`src/rtl/road_scheduler.sv`:
```
// Four-way intersection sequencer: ALL_RED -> GREEN -> YELLOW per road, round-robin with emergency override.
// All outputs registered; green time scales with the selected road's sensor average.
module road_scheduler #(
  parameter int MIN_GREEN   = 4,
  parameter int MAX_GREEN   = 20,
  parameter int YELLOW_TIME = 2,
  parameter int ALLRED_TIME = 1,
  parameter int SCALE_SHIFT = 2
) (
  input  logic       clk,
  input  logic       reset,
  input  logic       tick,
  input  logic [7:0] avg_north,
  input  logic [7:0] avg_east,
  input  logic [7:0] avg_south,
  input  logic [7:0] avg_west,
  input  logic       emerg_req,
  input  logic [1:0] emerg_road,
  output logic [1:0] next_road,
  output logic [1:0] cur_road,
  output logic [3:0] green,
  output logic [3:0] yellow,
  output logic [7:0] remaining,
  output logic       phase_start
);

  typedef enum logic [1:0] {
    S_ALL_RED,
    S_GREEN,
    S_YELLOW
  } state_e;

  state_e     state_q, state_d;
  logic [1:0] next_road_q, next_road_d;
  logic [1:0] cur_road_q, cur_road_d;
  logic [3:0] green_q, green_d;
  logic [3:0] yellow_q, yellow_d;
  logic [7:0] remaining_q, remaining_d;
  logic       phase_start_q, phase_start_d;
  logic       emerg_vld_q, emerg_vld_d;
  logic [1:0] emerg_road_q, emerg_road_d;

  logic [7:0] avg_sel;
  logic [8:0] dur_sum;
  logic [7:0] dur;
  logic       expire;
  logic       emerg_hit;

  // The average of the road about to go green; its sensor has already
  // re-sampled during the all-red interval.
  always_comb begin
    avg_sel = avg_north;
    case (next_road_q)
      2'd0: avg_sel = avg_north;
      2'd1: avg_sel = avg_east;
      2'd2: avg_sel = avg_south;
      2'd3: avg_sel = avg_west;
      default: avg_sel = avg_north;
    endcase
  end

  always_comb begin
    dur_sum = 9'(MIN_GREEN) + {1'b0, (avg_sel >> SCALE_SHIFT)};
    dur     = (dur_sum > 9'(MAX_GREEN)) ? 8'(MAX_GREEN) : dur_sum[7:0];
  end

  assign expire    = tick && (remaining_q == 8'd1);
  assign emerg_hit = emerg_req && (emerg_road != cur_road_q);

  always_comb begin
    state_d       = state_q;
    next_road_d   = next_road_q;
    cur_road_d    = cur_road_q;
    green_d       = green_q;
    yellow_d      = yellow_q;
    remaining_d   = remaining_q;
    phase_start_d = 1'b0;
    emerg_vld_d   = emerg_vld_q;
    emerg_road_d  = emerg_road_q;

    case (state_q)
      S_ALL_RED: begin
        if (expire) begin
          state_d       = S_GREEN;
          cur_road_d    = next_road_q;
          green_d       = 4'b0001 << next_road_q;
          phase_start_d = 1'b1;
          remaining_d   = dur;
        end else if (tick) begin
          remaining_d = remaining_q - 8'd1;
        end
      end

      S_GREEN: begin
        if (emerg_hit || expire) begin
          state_d     = S_YELLOW;
          green_d     = 4'b0000;
          yellow_d    = 4'b0001 << cur_road_q;
          remaining_d = 8'(YELLOW_TIME);
          if (emerg_hit) begin
            emerg_vld_d  = 1'b1;
            emerg_road_d = emerg_road;
          end
        end else if (tick) begin
          remaining_d = remaining_q - 8'd1;
        end
      end

      S_YELLOW: begin
        if (emerg_req) begin
          emerg_vld_d  = 1'b1;
          emerg_road_d = emerg_road;
        end
        if (expire) begin
          state_d     = S_ALL_RED;
          yellow_d    = 4'b0000;
          remaining_d = 8'(ALLRED_TIME);
          emerg_vld_d = 1'b0;
          // A request arriving on the expiry cycle is the latest one and wins.
          if (emerg_req)        next_road_d = emerg_road;
          else if (emerg_vld_q) next_road_d = emerg_road_q;
          else                  next_road_d = cur_road_q + 2'd1;
        end else if (tick) begin
          remaining_d = remaining_q - 8'd1;
        end
      end

      default: begin
        state_d     = S_ALL_RED;
        green_d     = 4'b0000;
        yellow_d    = 4'b0000;
        remaining_d = 8'(ALLRED_TIME);
      end
    endcase
  end

  always_ff @(posedge clk or negedge reset) begin
    if (!reset) begin
      state_q       <= S_ALL_RED;
      next_road_q   <= 2'd0;
      cur_road_q    <= 2'd0;
      green_q       <= 4'b0000;
      yellow_q      <= 4'b0000;
      remaining_q   <= 8'(ALLRED_TIME);
      phase_start_q <= 1'b0;
      emerg_vld_q   <= 1'b0;
      emerg_road_q  <= 2'd0;
    end else begin
      state_q       <= state_d;
      next_road_q   <= next_road_d;
      cur_road_q    <= cur_road_d;
      green_q       <= green_d;
      yellow_q      <= yellow_d;
      remaining_q   <= remaining_d;
      phase_start_q <= phase_start_d;
      emerg_vld_q   <= emerg_vld_d;
      emerg_road_q  <= emerg_road_d;
    end
  end

  assign next_road   = next_road_q;
  assign cur_road    = cur_road_q;
  assign green       = green_q;
  assign yellow      = yellow_q;
  assign remaining   = remaining_q;
  assign phase_start = phase_start_q;

endmodule

```
`config.mk`:
```
export PLATFORM = sky130hd
export DESIGN_NAME = road_scheduler
export DESIGN_NICKNAME = d
export VERILOG_FILES = /design/src/rtl/road_scheduler.sv
export SDC_FILE = /design/constraint.sdc
export NUM_CORES = 1
export LEC_CHECK = 0
export ABC_AREA = 1
export CORE_UTILIZATION = 40
export CTS_CLUSTER_SIZE = 12
export DETAILED_ROUTE_END_ITERATION = 10
export PLACE_DENSITY = 0.75
export SYNTH_ARGS = -nofsm -noshare
export SYNTH_HDL_FRONTEND = slang
export SYNTH_SLANG_ARGS = --single-unit
```
`constraint.sdc`:
```
create_clock -name clk -period 1.41 [get_ports clk]
set_input_delay 0.423 -clock clk [delete_from_list [all_inputs] [get_ports clk]]
set_output_delay 0.423 -clock clk [all_outputs]
set_load 0.02 [all_outputs]
```
# Word level (Yosys, flattened, before mapping)
# Cells that the tools add are included.
[word_totals]
out_inout_bits = 21
reg_bits = 26
[classes]
shift = 2
n_eq_ne = 13
muxes = 30
addsub = 3
n_lt_le_gt_ge = 1
n_reduce_logical = 13
n_bitwise = 2
[op_table]
columns = ["op", "n"]
rows = [
  ["$mux W8", 4],
  ["$pmux W8 S4", 1],
  ["$pmux W4 S3", 2],
  ["$pmux W8 S3", 1],
  ["$mux W2", 8],
  ["$mux W4", 4],
  ["$ne A2 B2 Y1 const B", 5],
  ["$reduce_and A3 Y1", 3],
  ["$eq A8 B1 Y1 const B", 1],
  ["$reduce_and A4 Y1", 2],
  ["$shl A1 B2 Y4 const A", 2],
  ["$sub A8 B1 Y8 const B", 1],
  ["$add A3 B6 Y7 const A", 1],
  ["$gt A7 B5 Y1 const B", 1],
  ["$mux W7", 1],
  ["$eq A2 B2 Y1 const B", 3],
  ["$mux W1", 6],
  ["$pmux W2 S3", 1],
  ["$eq A2 B1 Y1 const B", 2],
  ["$logic_not A2 Y1", 2],
  ["$pmux W2 S2", 1],
  ["$reduce_and A2 Y1", 2],
  ["$ne A3 B3 Y1 const B", 1],
  ["$add A2 B1 Y2 const B", 1],
  ["other kinds (6)", 8],
]

# Longest topological paths before layout
# Gate-level depths: netlist of run 1.
[logic_depth]
depth_word = 7
ltp_mapped = 13
ltp_nobuf = 12

# Least setup slack after synthesis of run 1
# Ideal clock, no wire load.
[synth_path]
kind = "reg2reg"
from = "reg next_road_q[0] (netlist: next_road[0])"
to = "reg remaining_q[2] (netlist: remaining[2])"
n_path_buf = 1
setup_slack_ps = -275
stages_incl_launch_ff = 12
setup_time_ps = 121
arrival_time_ps = 1564
cell_sequence = "dfrtp_1 -> buf_6 -> nor2_2 -> inv_2 -> or2_0 -> nand2_1 -> ha_1 -> nand3_1 -> nand2_1 -> nand3_1 -> o21ai_1 -> nand2_1"
[synth_between]
elab_chain_len = 7
elab_cells_between_ends = 10
[synth_rtl]
columns = ["element", "line", "text"]
rows = [
  ["start: declaration", "34", "logic [1:0] next_road_q, next_road_d;"],
  ["start signal: assignment", "150", "next_road_q <= next_road_d;"],
  ["$eq A2 B2 Y1, or another cell as far along", "53", "case (next_road_q)"],
  ["$pmux W8 S4 *", "53", ""],
  ["$add A3 B6 Y7 *", "63", "dur_sum = 9'(MIN_GREEN) + {1'b0, (avg_sel >> SCALE_SHIFT)};"],
  ["$gt A7 B5 Y1", "64", "dur = (dur_sum > 9'(MAX_GREEN)) ? 8'(MAX_GREEN) : dur_sum[7:0];"],
  ["$mux W7 *", "64", ""],
  ["$mux W8 *", "83", "if (expire) begin"],
  ["$pmux W8 S3 *", "81", "case (state_q)"],
  ["named net remaining_d[2]", "38", "logic [7:0] remaining_q, remaining_d;"],
  ["end signal: assignment", "144", "remaining_q <= 8'(ALLRED_TIME);"],
  ["end signal: assignment", "154", "remaining_q <= remaining_d;"],
  ["end: declaration", "38", ""],
]
# The timed path passes the listed nets; every way through them passes the cells marked *.
# A chain may end at the register's enable or synchronous reset.

# Worst setup path after layout of run 1
[layout_path]
from = "reg next_road_q[1] (netlist: next_road[1])"
to = "reg remaining_q[2] (netlist: remaining[2])"
# Same word-level chain as after synthesis.

==> impl_metrics.env, run 1 <==
export IMPL_synth_nets=256
export IMPL_p_int_mw=2.73
export IMPL_cts_htree_levels=1
export IMPL_setup_viol=27
export IMPL_place_area_mm2=0.00266
export IMPL_critPathTopFamily="simple AND/OR/NAND/NOR gates"
export IMPL_utilization_pct=74.4
export IMPL_initial_core_util_pct=41.7
export IMPL_synth_cell_types=33
export IMPL_status="complete, but fails checks"
export IMPL_p_clk_share_pct=9.6
export IMPL_rsz0062_at_grt="yes"
export IMPL_layout_drive_gt1_share_pct=48.8
export IMPL_ys_flop_type="dfrtp_1"
export IMPL_reg2reg_slack_ns=-0.34
export IMPL_drv_slew=0
export IMPL_detailedRoute_firstIterationViolations=81
export IMPL_hold_buffers=0
export IMPL_combPwrFrac_pct=64.5
export IMPL_place_ws_ns=-0.631
export IMPL_antenna_found_initial=0
export IMPL_areaGrowthSynthToFinish_pct=78.7
export IMPL_reg2reg_from="next_road[1]"
export IMPL_critPathKind="reg2reg"
export IMPL_grt_start_max_net_pins=17
export IMPL_worst_ir_drop_vdd_mv=0.934
export IMPL_vias=1899
export IMPL_drv_cap=0
export IMPL_synth_adder_area_share_pct=5.30
export IMPL_critPathMaxFanout=8
export IMPL_io_buffers=50
export IMPL_p_sw_share_pct=44.7
export IMPL_fillCellCount=284
export IMPL_yosys_area_top_type="dfrtp_1"
export IMPL_ys_top_cells_by_area="dfrtp_1 38%, nand2_1 12%, nand3_1 6.4%"
export IMPL_hold_viol=0
export IMPL_ys_ff_latch=26
export IMPL_clock_latency_ns=0.29
export IMPL_start_kind="flop"
export IMPL_cp_cell_sequence="nor2_4 > inv_2 > or2_0 > nand2_1 > ha_2 > nand3_2 > nand2_2 > nand3_2 > o21ai_1 > nand2_1"
export IMPL_synth_xor_area_share_pct=3.71
export IMPL_hp_class="in2async"
export IMPL_r2r_end="remaining[2]"
export IMPL_core_mm2=0.00397
export IMPL_die_area_mm2=0.00440
export IMPL_num_antenna_cells=0
export IMPL_synthMuxAreaShare_pct=0.681
export IMPL_arrival_ns=1.95
export IMPL_ant_nets=0
export IMPL_dp_hpwl_um=3540
export IMPL_cts_tree="built"
export IMPL_hold_ws_ns=0.445
export IMPL_root_buffer="clkbuf_8"
export IMPL_rows=23
export IMPL_fp_dieH_um=66.3
export IMPL_placed_cells=360
export IMPL_grt_pass1_vias=1748
export IMPL_yosysMostFrequentCell="nand2_1"
export IMPL_p_leak_nw=1.46
export IMPL_tightest_slew_ns=0.343
export IMPL_max_freq_ghz=0.570
export IMPL_period_share_pct=124
export IMPL_p_per_area_mw_per_mm2=1670
export IMPL_clkSinkCount=26
export IMPL_yosysSeqAreaShare_pct=39.4
export IMPL_seqPwrFrac_pct=26.0
export IMPL_rr_worst_depth=10
export IMPL_syn_avg_cell_area_um2=7.84
export IMPL_synth_top_family_by_area="simple AND/OR/NAND/NOR gates"
export IMPL_final_nets=374
export IMPL_ys_async_sr_fraction_pct=100
export IMPL_die_x_um=66.3
export IMPL_max_slew_margin_rel_pct=77.2
export IMPL_skew_ns=0.00764
export IMPL_clk_path_buf_depth=2
export IMPL_synthDominantCellAreaShare_pct=37.8
export IMPL_cts_buffers=3
export IMPL_gp_congestion=0.821
export IMPL_timing_final_ws_setup_ns=-0.345
export IMPL_violations="negative setup slack"
export IMPL_finish_instance_area_mm2=0.00296
export IMPL_path_clk_slew_ns=0.10
export IMPL_yosysWarnings=0
export IMPL_synth_area_mm2=0.00165
export IMPL_firstDrtPassIters=4
export IMPL_synthTopCellsByCount="52 x nand2_1, 25 x dfrtp_1, 21 x inv_1, 21 x nand3_1, 19 x o21ai_0"
export IMPL_overflow=0
export IMPL_wirelength_um=5330
export IMPL_drc=0
export IMPL_grt_use_total_pct=23.9
export IMPL_syn_inst=211
export IMPL_required_ns=1.60
export IMPL_synth_edf_count=0
export IMPL_cp_num_buf_inv=1
export IMPL_max_stage_delay_ns=0.49
export IMPL_viasPerCell=5.02
export IMPL_cp_slowest_cell="dfrtp_2"
export IMPL_synthSimpleGateAreaFrac_pct=30.7
export IMPL_wl_per_cell_um=14.1
export IMPL_finalNonFillerCells=378
export IMPL_grt_first_pass_wirelength_um=7850
export IMPL_endpoint_kind="flop"
export IMPL_power_switching_mw=2.21
export IMPL_period_needed_ns=1.75
export IMPL_io_pin_count=59
export IMPL_synth_compound_area_share_pct=13.2
-- routing by layer --
metal / up-vias / track usage, % / routed length, um
met4: 0 / 9.84 / 127
met5: - / 0 / 0
met2: 66 / 43.5 / 2850
met1: 890 / 28.1 / 2150
li1: 930 / - / -
met3: 13 / 2.59 / 207
-- layout make-up --
class	instances	area [um^2]	area share [%]
Sequential cell	26	658	22.3
Multi-Input combinational cell	158	1110	37.7
Clock buffer	4	45.0	1.52
Inverter	26	103	3.47
Tap cell	50	62.6	2.12
Timing Repair Buffer	114	975	33.0
-- metrics by stage --
| step | total power, mW | TNS, ns |
|---|---|---|
| finish | 4.93 | -4.59 |
| global route | 5.23 | -6.22 |
| CTS | 4.57 | -3.99 |
| detailed placement | 3.99 | -15.40 |
| global placement | 3.93 | -14.70 |
| floorplan | 2.67 | -1.81 |
-- cells in the final DEF, fill, tap and decap left out, types with 3 or more instances in the layout --
cell type        synthesis  routed
buf_4                    1      51
nand2_1                 52      35
clkdlybuf4s50_1          0      25
dfrtp_1                 25      20
nand3_1                 21      17
inv_1                   21      15
buf_6                    1      15
nand2_2                  2      11
inv_2                    5       9
nand2_4                  1       9
o21ai_2                  0       9
clkbuf_2                 0       9
nor2_2                   3       7
nor2_1                  13       7
o21ai_0                 19       6
a21oi_1                  8       6
o21ai_1                  2       5
nor2_4                   2       5
dfrtp_2                  0       5
dlygate4sd2_1            0       5
nand3_2                  0       4
o211ai_1                 4       4
ha_1                     7       4
buf_2                    0       4
or2_1                    3       3
xnor2_1                  4       3
xor2_1                   3       3
clkbuf_8                 0       3
clkdlybuf4s15_2          0       3
-- state kept, by name, summed over array words and instances (netlist names) --
name / count
green: 4
phase_start: 1
emerg_vld_q: 1
cur_road: 2
emerg_road_q: 2
remaining: 8
state_q: 2
next_road: 2
yellow: 4
-- power groups by stage --
stage / combinational [mW] / sequential, mW / clock [mW]
after floorplan: 1.17 / 1.50 / 0
after global placement: 2.66 / 1.26 / 0
after detailed placement: 2.72 / 1.27 / 0
after CTS: 2.86 / 1.26 / 0.454
after global routing: 3.41 / 1.32 / 0.500
final: 3.18 / 1.28 / 0.473
-- how the worst max path moves through the flow --
stage | endpoint | startpoint | slack [ns] | depth (start not counted)
2_1_floorplan | remaining[2] | next_road[0] | -0.23 | 11
3_3_place_gp | remaining[2] | tick | -0.60 | 10
3_5_place_dp | remaining[1] | tick | -0.63 | 9
4_1_cts | remaining[2] | next_road[1] | -0.31 | 10
5_1_grt | remaining[2] | next_road[1] | -0.40 | 10
6_report | remaining[2] | next_road[1] | -0.34 | 10
-- cells by family (layout without fill, tap and decap cells) --
| logic type | Yosys count | count (layout) |
|---|---|---|
| compound gates | 39 | 39 |
| xor+xnor | 7 | 7 |
| fa+ha+maj | 7 | 7 |
| buf+inv | 28 | 144 |
| flops | 26 | 26 |
| mux | 1 | 1 |
| simple gates | 103 | 104 |
-- what timing repair did --
action / in CTS / in global routing
resized for setup: 89 / 57
pin swaps: 21 / 22
cloned: 1 / 0
endpoints found under the hold margin: 0 / 0
buffers inserted: 5 / 10
endpoints found under the setup margin: 47 / 41
No activity file was read; power rests on OpenSTA's default activity.
==> run 2, diff against run 1 <==
Settings changed: ABC_AREA 1 to default, CORE_UTILIZATION 40 to 41, PLACE_DENSITY 0.75 to 0.76.
==> impl_metrics.env, run 2 <==
export IMPL_die_area_mm2=0.00448
export IMPL_tightest_slew_ns=0.544
export IMPL_skew_ns=0.0175
export IMPL_hold_buffers=0
export IMPL_fp_dieH_um=66.9
export IMPL_tns_ns=-6.37
export IMPL_io_buffers=50
export IMPL_cts_htree_levels=1
export IMPL_initial_core_util_pct=42.9
export IMPL_antenna_found_initial=0
export IMPL_synthTopCellsByCount="26 x o21ai_0, 25 x dfrtp_1, 12 x inv_1, 12 x nand2_1, 9 x nor2_1"
export IMPL_final_common_cell="buf_4"
export IMPL_finalNonFillerCells=336
export IMPL_yosysWarnings=0
export IMPL_gp_congestion=0.845
export IMPL_rows=23
export IMPL_wl_per_cell_um=19.0
export IMPL_final_nets=332
export IMPL_viasPerCell=5.61
export IMPL_num_antenna_cells=0
export IMPL_ys_top_cells_by_area="dfrtp_1 36%, o21ai_0 7.5%, mux4_2 6.5%"
export IMPL_drv_cap=0
export IMPL_yosysMostFrequentCell="o21ai_0"
export IMPL_grt_start_max_net_pins=27
export IMPL_overflow=0
export IMPL_drv_slew=0
export IMPL_yosys_area_top_type="dfrtp_1"
export IMPL_grt_use_total_pct=27.1
export IMPL_yosysSeqAreaShare_pct=37.7
export IMPL_status="complete, but fails checks"
export IMPL_vias=1885
export IMPL_core_mm2=0.00403
export IMPL_hp_class="in2async"
export IMPL_clkSinkCount=26
export IMPL_layout_drive_gt1_share_pct=53.1
export IMPL_ys_ff_latch=26
export IMPL_setup_viol=27
export IMPL_critPathMaxFanout=4
export IMPL_syn_avg_cell_area_um2=9.61
export IMPL_critPathLaunch="next_road[1]"
export IMPL_period_share_pct=137
export IMPL_ys_async_sr_fraction_pct=100
export IMPL_critPathKind="reg2reg"
export IMPL_endpoint_kind="flop"
export IMPL_hold_ws_ns=0.476
export IMPL_areaGrowthSynthToFinish_pct=82.1
export IMPL_synth_area_mm2=0.00173
export IMPL_ant_nets=0
export IMPL_p_leak_nw=1.37
export IMPL_finish_instance_area_mm2=0.00315
export IMPL_detailedRoute_firstIterationViolations=102
export IMPL_synth_nets=225
export IMPL_layout_common_cells="41 x buf_4, 21 x buf_6, 20 x dfrtp_1"
export IMPL_die_x_um=66.9
export IMPL_max_freq_ghz=0.516
export IMPL_synthDominantCellAreaShare_pct=36.2
export IMPL_path_clk_slew_ns=0.11
export IMPL_placed_cells=322
export IMPL_ys_flop_type="dfrtp_1"
export IMPL_io_pin_count=59
export IMPL_place_area_mm2=0.00275
export IMPL_worst_ir_drop_vdd_mv=0.961
export IMPL_cts_tree="built"
export IMPL_largest_register_ff_count=8
export IMPL_arrival_ns=2.11
export IMPL_place_ws_ns=-0.857
export IMPL_dp_hpwl_um=4020
export IMPL_drc=0
export IMPL_grt_first_pass_wirelength_um=8890
export IMPL_reg2reg_from="next_road[1]"
export IMPL_cts_buffers=3
export IMPL_root_buffer="clkbuf_8"
export IMPL_timing_final_ws_setup_ns=-0.527
export IMPL_period_needed_ns=1.94
export IMPL_max_slew_margin_rel_pct=63.7
export IMPL_p_per_area_mw_per_mm2=1780
export IMPL_hold_viol=0
export IMPL_firstDrtPassIters=4
export IMPL_violations="negative setup slack"
export IMPL_syn_inst=180
export IMPL_clock_latency_ns=0.29
export IMPL_synth_cell_types=45
export IMPL_start_kind="flop"
export IMPL_grt_pass1_vias=1866
export IMPL_synth_edf_count=0
export IMPL_rsz0062_at_grt="yes"
export IMPL_clk_path_buf_depth=2
export IMPL_required_ns=1.58
export IMPL_wirelength_um=6400
## run 2: path summary, 6_finish.rpt
| kind | endpoint | slack, ns | cells after the start |
|---|---|---|---|
| max in group asynchronous | remaining[0] | 0.71 | 2 |
| setup / recovery | remaining[2] | -0.53 | 7 |
| setup reg to reg | remaining[2] | -0.53 | 7 |
| hold / removal | remaining[7] | 0.48 | 2 |
| hold reg to reg | green[3] | 0.55 | 2 |
| min in group clk | green[3] | 0.55 | 2 |
## run 2: cell type report
type	instances	area [um^2]
Inverter	13	61.3
Fill cell	266	880
Timing Repair Buffer	109	975
Timing Repair inverter	1	6.26
Sequential cell	26	658
Tap cell	50	62.6
Clock inverter	1	30.0
Clock buffer	3	41.3
Multi-Input combinational cell	133	1320
## run 2: where the power goes
| group | total [mW] | internal [mW] | switching (mW) |
|---|---|---|---|
| clock network | 0.644 | 0.381 | 0.263 |
| registers | 1.27 | 1.00 | 0.267 |
| logic | 3.69 | 1.83 | 1.86 |
| total | 5.61 | 3.21 | 2.39 |
## run 2: timing repair
item | in CTS | in global routing
endpoints found under the setup margin | 47 | 41
cloned | 1 | 0
pin swaps | 24 | 11
gates resized for setup | 137 | 33
buffers inserted | 10 | 2
## run 2: kinds of logic after synthesis
| group | Yosys count | synth area share (%) |
|---|---|---|
| adder cells (fa/ha/maj) | 7 | 5.06 |
| XOR/XNOR | 11 | 5.57 |
| multiplexers | 8 | 8.39 |
| buffers and inverters | 21 | 5.21 |
| AO/OA/AOI/OAI | 58 | 22.0 |
| flip-flops | 26 | 37.7 |
| AND/OR/NAND/NOR | 49 | 16.1 |
## run 2: layer usage
metal / routed length, um / global-route usage (%)
met1: 2550 / 33.9
met5: 0 / 0
met2: 3450 / 46.2
met4: 190 / 10.4
met3: 205 / 4.45
## run 2: worst max-delay path, cell delays in order, from the launching register on
cell       delay, ns
dfrtp_2         0.41
mux4_2          0.53
inv_2           0.12
ha_4            0.16
nor2b_4         0.17
a2bb2oi_4       0.08
o311ai_4        0.23
nand3_1         0.13
## run 2: stage by stage
stage                     utilization (%)  power [mW]
after floorplan                         -        2.83
after global placement               68.3        4.10
after detailed placement             68.3        4.23
after CTS                            75.8        5.21
after global routing                 78.2        5.88
final                                78.2        5.61
